$ cat src/rtl/bcd_addsub_seq.sv
// bcd_addsub_seq: digit-serial multi-digit BCD adder/subtractor.
// Works on one BCD digit per clock, least significant digit first. A digit
// sum above 9 is corrected by adding 6 and generating a decimal carry.
// Operands come in through a valid/ready handshake. The result is held
// under an output valid/ready handshake until the consumer accepts it.
//
// Optional feature macro: BCD_SIGNMAG_EN
//   defined   -> a borrowing subtract is re-complemented serially in a FIX
//                state. The output is then the magnitude, with neg=1.
//   undefined -> subtract results are tens-complement; neg is always 0.
//
// Ports:
//   clk       rising-edge clock
//   rst_n     asynchronous active-low reset
//   in_valid  operands valid          in_ready  block can accept operands
//   a, b      packed BCD operands (digit 0 in bits [3:0])
//   sub       0: a+b+cin, 1: a-b     cin       decimal carry-in for add
//   out_valid result valid            out_ready consumer accepts result
//   sum       packed BCD result
//   cout      add: carry-out, sub: 1 = no borrow
//   neg       result is a negative magnitude
//   err       an input digit of a or b was above 9
module bcd_addsub_seq #(
  parameter int DIGITS = 4
) (
  input  logic              clk,
  input  logic              rst_n,
  input  logic              in_valid,
  output logic              in_ready,
  input  logic [4*DIGITS-1:0] a,
  input  logic [4*DIGITS-1:0] b,
  input  logic              sub,
  input  logic              cin,
  output logic              out_valid,
  input  logic              out_ready,
  output logic [4*DIGITS-1:0] sum,
  output logic              cout,
  output logic              neg,
  output logic              err
);

  localparam int W   = 4 * DIGITS;
  localparam int CW  = $clog2(DIGITS) + 1;
  localparam int TOP = W - 4;

  typedef enum logic [1:0] {
    IDLE = 2'd0,
    RUN  = 2'd1,
    DONE = 2'd2
`ifdef BCD_SIGNMAG_EN
    , FIX = 2'd3
`endif
  } state_t;

  // One decimal digit step. Bit 4 is the carry and bits [3:0] are the digit.
  function automatic logic [4:0] bcd_digit(input logic [3:0] x, input logic [3:0] y, input logic c);
    logic [4:0] z;
    z = {1'b0, x} + {1'b0, y} + {4'd0, c};
    if (z > 5'd9) begin
      bcd_digit = {1'b1, z[3:0] + 4'd6};
    end else begin
      bcd_digit = {1'b0, z[3:0]};
    end
  endfunction

  // Nines' complement of every digit. Digits above 9 wrap deterministically.
  function automatic logic [W-1:0] nines(input logic [W-1:0] v);
    logic [W-1:0] r;
    r = '0;
    for (int i = 0; i < DIGITS; i++) begin
      r[4*i +: 4] = 4'd9 - v[4*i +: 4];
    end
    return r;
  endfunction

  // Flag if any digit is outside the range 0..9.
  function automatic logic non_bcd(input logic [W-1:0] v);
    logic r;
    r = 1'b0;
    for (int i = 0; i < DIGITS; i++) begin
      if (v[4*i +: 4] > 4'd9) begin
        r = 1'b1;
      end else begin
        r = r;
      end
    end
    return r;
  endfunction

  state_t          state_r, state_s;
  logic [W-1:0]    a_r, a_s, b_r, b_s, acc_r, acc_s;
  logic [CW-1:0]   cnt_r, cnt_s;
  logic            carry_r, carry_s;
  logic            errp_r, errp_s;
  logic [4:0]      res_s;
  logic            in_ready_r, in_ready_s, out_valid_r, out_valid_s;
  logic [W-1:0]    sum_r, sum_s;
  logic            cout_r, cout_s, neg_r, neg_s, err_r, err_s;
`ifdef BCD_SIGNMAG_EN
  logic            sub_r, sub_s;
`endif

  // Next-state and datapath decode for the digit-serial sequencer.
  always_comb begin
    state_s  = state_r;
    a_s      = a_r;
    b_s      = b_r;
    acc_s    = acc_r;
    cnt_s    = cnt_r;
    carry_s  = carry_r;
    errp_s   = errp_r;
    res_s    = 5'd0;
    sum_s    = sum_r;
    cout_s   = cout_r;
    neg_s    = neg_r;
    err_s    = err_r;
`ifdef BCD_SIGNMAG_EN
    sub_s    = sub_r;
`endif
    case (state_r)
      IDLE: begin
        if (in_valid) begin
          a_s     = a;
          // Subtraction is A + nines(B) + 1, which is the tens complement of B.
          b_s     = sub ? nines(b) : b;
          carry_s = sub ? 1'b1 : cin;
          errp_s  = non_bcd(a) | non_bcd(b);
          acc_s   = '0;
          cnt_s   = '0;
`ifdef BCD_SIGNMAG_EN
          sub_s   = sub;
`endif
          state_s = RUN;
        end else begin
          state_s = IDLE;
        end
      end
      RUN: begin
        res_s   = bcd_digit(a_r[3:0], b_r[3:0], carry_r);
        // The new digit enters at the top, so digit 0 ends up at bits [3:0].
        acc_s   = (acc_r >> 3'd4) | (W'(res_s[3:0]) << TOP);
        a_s     = a_r >> 3'd4;
        b_s     = b_r >> 3'd4;
        carry_s = res_s[4];
        cnt_s   = cnt_r + CW'(1);
        if (cnt_r == CW'(DIGITS - 1)) begin
          cnt_s = '0;
`ifdef BCD_SIGNMAG_EN
          if (sub_r && !res_s[4]) begin
            // A borrow means the result is negative. Re-complement it to get
            // the magnitude. The +1 of the tens complement enters as carry.
            carry_s = 1'b1;
            state_s = FIX;
          end else begin
            sum_s   = acc_s;
            cout_s  = res_s[4];
            neg_s   = 1'b0;
            err_s   = errp_r;
            state_s = DONE;
          end
`else
          sum_s   = acc_s;
          cout_s  = res_s[4];
          neg_s   = 1'b0;
          err_s   = errp_r;
          state_s = DONE;
`endif
        end else begin
          state_s = RUN;
        end
      end
`ifdef BCD_SIGNMAG_EN
      FIX: begin
        res_s   = bcd_digit(4'd9 - acc_r[3:0], 4'd0, carry_r);
        acc_s   = (acc_r >> 3'd4) | (W'(res_s[3:0]) << TOP);
        carry_s = res_s[4];
        cnt_s   = cnt_r + CW'(1);
        if (cnt_r == CW'(DIGITS - 1)) begin
          cnt_s   = '0;
          sum_s   = acc_s;
          cout_s  = 1'b0;
          neg_s   = 1'b1;
          err_s   = errp_r;
          state_s = DONE;
        end else begin
          state_s = FIX;
        end
      end
`endif
      DONE: begin
        if (out_ready) begin
          state_s = IDLE;
        end else begin
          state_s = DONE;
        end
      end
      default: begin
        state_s = IDLE;
      end
    endcase
    in_ready_s  = (state_s == IDLE);
    out_valid_s = (state_s == DONE);
  end

  // State, working registers and registered outputs.
  always_ff @(posedge clk or negedge rst_n) begin
    if (!rst_n) begin
      state_r     <= IDLE;
      a_r         <= '0;
      b_r         <= '0;
      acc_r       <= '0;
      cnt_r       <= '0;
      carry_r     <= 1'b0;
      errp_r      <= 1'b0;
      in_ready_r  <= 1'b1;
      out_valid_r <= 1'b0;
      sum_r       <= '0;
      cout_r      <= 1'b0;
      neg_r       <= 1'b0;
      err_r       <= 1'b0;
`ifdef BCD_SIGNMAG_EN
      sub_r       <= 1'b0;
`endif
    end else begin
      state_r     <= state_s;
      a_r         <= a_s;
      b_r         <= b_s;
      acc_r       <= acc_s;
      cnt_r       <= cnt_s;
      carry_r     <= carry_s;
      errp_r      <= errp_s;
      in_ready_r  <= in_ready_s;
      out_valid_r <= out_valid_s;
      sum_r       <= sum_s;
      cout_r      <= cout_s;
      neg_r       <= neg_s;
      err_r       <= err_s;
`ifdef BCD_SIGNMAG_EN
      sub_r       <= sub_s;
`endif
    end
  end

  assign in_ready  = in_ready_r;
  assign out_valid = out_valid_r;
  assign sum       = sum_r;
  assign cout      = cout_r;
  assign neg       = neg_r;
  assign err       = err_r;

endmodule

$ cat config.mk
export PLATFORM = sky130hd
export DESIGN_NAME = bcd_addsub_seq
export DESIGN_NICKNAME = d
export VERILOG_FILES = /design/src/rtl/bcd_addsub_seq.sv
export SDC_FILE = /design/constraint.sdc
export NUM_CORES = 1
export LEC_CHECK = 0
export ABC_AREA = 1
export CELL_PAD_IN_SITES_DETAIL_PLACEMENT = 0
export CELL_PAD_IN_SITES_GLOBAL_PLACEMENT = 1
export CORE_ASPECT_RATIO = 2
export CORE_UTILIZATION = 36
export DETAILED_ROUTE_END_ITERATION = 8
export PLACE_DENSITY = 0.76
export SLEW_MARGIN = 20
export SYNTH_ARGS = -nofsm -noshare
export SYNTH_HDL_FRONTEND = slang
export SYNTH_SLANG_ARGS = --single-unit
$ cat constraint.sdc
create_clock -name clk -period 2.32 [get_ports clk]
set_input_delay 0.464 -clock clk [delete_from_list [all_inputs] [get_ports clk]]
set_output_delay 0.464 -clock clk [all_outputs]
set_load 0.05 [all_outputs]
==> impl_metrics.env <==
export IMPL_power_density_nw_per_um2=1784
export IMPL_p_int_w=0.004561
export IMPL_track_usage_pct=16.64
export IMPL_layout_drive_gt1_share_pct=17.13
export IMPL_worstSkewPairLatency_ns=0.33
export IMPL_nets=477
export IMPL_avgRoutedWirePerCell_um=14.05
export IMPL_dp_hpwl_um=5345
export IMPL_tightest_slew_ns=0.6507
export IMPL_sequentialPowerShare_pct=26.2
export IMPL_vias=2678
export IMPL_switching_power_w=0.003482
export IMPL_pin_count=59
export IMPL_path_clk_slew_ns=0.06
export IMPL_dpl_cell_area_um2=4046
export IMPL_synth_avg_cell_area_um2=9.462
export IMPL_setup_violations=5
export IMPL_grt_pass1_wl_um=12610
export IMPL_status="complete, but fails checks"
export IMPL_drt_iter0_markers=103
export IMPL_violations="design-rule violations, negative setup slack"
export IMPL_place_congestion=0.7847
export IMPL_syn_inst=359
export IMPL_postSynth_asyncResetShare_pct=100.0
export IMPL_area_delta_synth_final_pct=32.71
export IMPL_cts_buffers=9
export IMPL_fin_skew_ns=0.004995
export IMPL_die_area_um2=9852
export IMPL_firstDrtPassIters=6
export IMPL_report_final_slew_viol_count=0
export IMPL_ant_nets=0
export IMPL_viasPerCell=5.015
export IMPL_cp_max_fo=4
export IMPL_cp_arrival_ns=2.61
export IMPL_switching_share_pct=43.29
export IMPL_r2r_cells=12
export IMPL_clockBufferDepth=2
export IMPL_core_um2=9074
export IMPL_hold_viol=0
export IMPL_period_share_pct=103.1
export IMPL_synth_seq_cells=71
export IMPL_grt_overflow=0
export IMPL_grt_pass1_vias=2801
export IMPL_combPwrFrac_pct=55.3
export IMPL_critPathKind="reg2reg"
export IMPL_min_period_ns=2.391
export IMPL_fmax_mhz=418.2
export IMPL_grt_max_degree=72
export IMPL_ctsHoldBuffers=0
export IMPL_placementRows=49
export IMPL_synth_top_area_cell="dfrtp_1"
export IMPL_clockPowerShare_pct=18.5
export IMPL_cp_required_ns=2.54
export IMPL_die_h_um=139.4
export IMPL_drc=11
export IMPL_synth_top_area_share_pct=51.57
export IMPL_setup_tns_ns=-0.3159
export IMPL_synthMostInstantiatedCell="nand2_1"
export IMPL_synth_ff_type="dfrtp_1"
export IMPL_p_leak_nw=2.123
export IMPL_max_slew_margin_pct=56.56
export IMPL_reg2reg_from="a_r[0]"
export IMPL_antenna_found_initial=0
export IMPL_syn_nets=409
export IMPL_r2r_slack_ns=-0.07
export IMPL_dp_cells=512
export IMPL_pre_cts_ws_ns=-0.2071
export IMPL_die_width_um=70.69
export IMPL_cts_sinks=71
export IMPL_synth_area_leaders="dfrtp_1, nand2_1, inv_1"
export IMPL_setup_ws_ns=-0.07132
export IMPL_start_util_pct=37.44
export IMPL_wl_um=7504
export IMPL_startpoint_type="flop"
export IMPL_hp_class="in2async"
export IMPL_rsz0062_at_grt="yes"
export IMPL_cts_tree="yes"
export IMPL_worst_r2r_endpoint="sum[14]"
export IMPL_cp_end_kind="flop"
export IMPL_cts_root_buffer="clkbuf_16"
export IMPL_ys_warn_count=0
export IMPL_instances_no_fill=534
export IMPL_synth_seq_area_share_pct=52.34
export IMPL_postLayoutCellArea_um2=4508
export IMPL_synth_edf_count=0
export IMPL_synth_cell_types=34
export IMPL_port_buffers=57
export IMPL_ir_drop_uv=640.4
export IMPL_drv_cap=0
export IMPL_yosys_top_cells_count="nand2_1, dfrtp_1, inv_1"
export IMPL_syn_cell_area_um2=3397
export IMPL_antenna_cells=0
export IMPL_ctsHtreeMaxLevel=3
==> cell families after synthesis <==
family	after synthesis	synth area share, %
buf+inv	67	9.503
compound gates	86	16.69
other cells	1	0.1104
xor+xnor	8	2.063
flops	71	52.34
fa+ha+maj	12	4.862
simple gates	114	14.44
==> through the flow <==
| step | hold WS (ns) | utilization, % | power [W] |
|---|---|---|---|
| after floorplan | 0.1684 | - | 0.004784 |
| after global placement | 0.4654 | 44.59 | 0.005636 |
| after detailed placement | 0.4674 | 44.59 | 0.005764 |
| after CTS | 0.1659 | 49.19 | 0.007760 |
| after global routing | 0.1878 | 49.68 | 0.008619 |
| final | 0.1408 | 49.68 | 0.008043 |
==> power groups by stage <==
stage	clock [W]	combinational, W	sequential [W]
3_5_place_dp	0	0.00363	0.00213
5_1_grt	0.00158	0.00487	0.00217
6_report	0.00149	0.00444	0.00211
4_1_cts	0.00153	0.00412	0.00211
2_1_floorplan	0	0.00221	0.00257
3_3_place_gp	0	0.00353	0.00211
==> flip-flops by register name (all words and copies together), names as in the netlist <==
register,cells
cout,1
errp_r,1
a_r,16
err,1
cnt_r,3
in_ready,1
b_r,16
out_valid,1
state_r,2
acc_r,12
carry_r,1
sum,16
==> routing by layer <==
metal | routed length [um] | track usage, % | vias up
met5 | 0 | 0 | -
met4 | 187 | 8.105 | 0
met3 | 248 | 4.272 | 14
met2 | 4224 | 30.41 | 56
li1 | - | - | 1313
met1 | 2843 | 17.15 | 1295
==> placed cells by master, fill, tap and decap left out, types with 3 or more instances in the layout <==
master / netlist / final
inv_1: 46 / 43
a22o_1: 4 / 4
nor2_1: 4 / 3
a21oi_1: 14 / 13
o22ai_1: 21 / 21
nand2_1: 88 / 83
o21ai_2: 13 / 13
nand2_4: 0 / 4
clkbuf_16: 0 / 9
xor2_1: 3 / 3
nand3_2: 0 / 4
o21ai_1: 5 / 5
o211ai_1: 11 / 11
o21ai_0: 12 / 12
ha_1: 10 / 8
dfrtp_1: 70 / 70
clkdlybuf4s50_1: 0 / 56
xnor2_1: 5 / 5
nand3_1: 14 / 10
inv_2: 5 / 7
buf_4: 3 / 15
==> worst max-delay path by stage <==
stage	startpoint	endpoint	slack [ns]	cells after the start
final	a_r[0]	sum[14]	-0.07	12
after global routing	a_r[0]	sum[13]	-0.16	12
after CTS	carry_r	sum[14]	-0.01	12
after detailed placement	a_r[0]	acc_r[13]	-0.21	13
after global placement	a_r[0]	acc_r[13]	-0.08	13
after floorplan	a_r[0]	sum[13]	0.03	13
==> repair_timing <==
action                                  4_1_cts  5_1_grt
gates resized for setup                      16        9
buffers inserted                              5        1
endpoints found under the setup margin        8        8
pin swaps                                     6        7
==> critical path, cell delays in order, from the launching register on <==
cell and delay [ns]:
dfrtp_1 0.41, fa_2 0.42, fa_2 0.58, inv_4 0.06, ha_4 0.16, inv_2 0.06, a21oi_2 0.04, a21oi_2 0.15
nand2_2 0.12, nand2_4 0.12, nand2_4 0.07, nand3_2 0.06, nand2_1 0.05
==> cell type report <==
type	count	area, um2
Clock buffer	13	260.3
Clock inverter	3	65.06
Fill cell	874	4566
Inverter	51	193.9
Multi-Input combinational cell	221	1385
Sequential cell	71	1778
Tap cell	102	127.6
Timing Repair Buffer	73	698.2
Note: power is estimated with default switching activity, not from simulation.
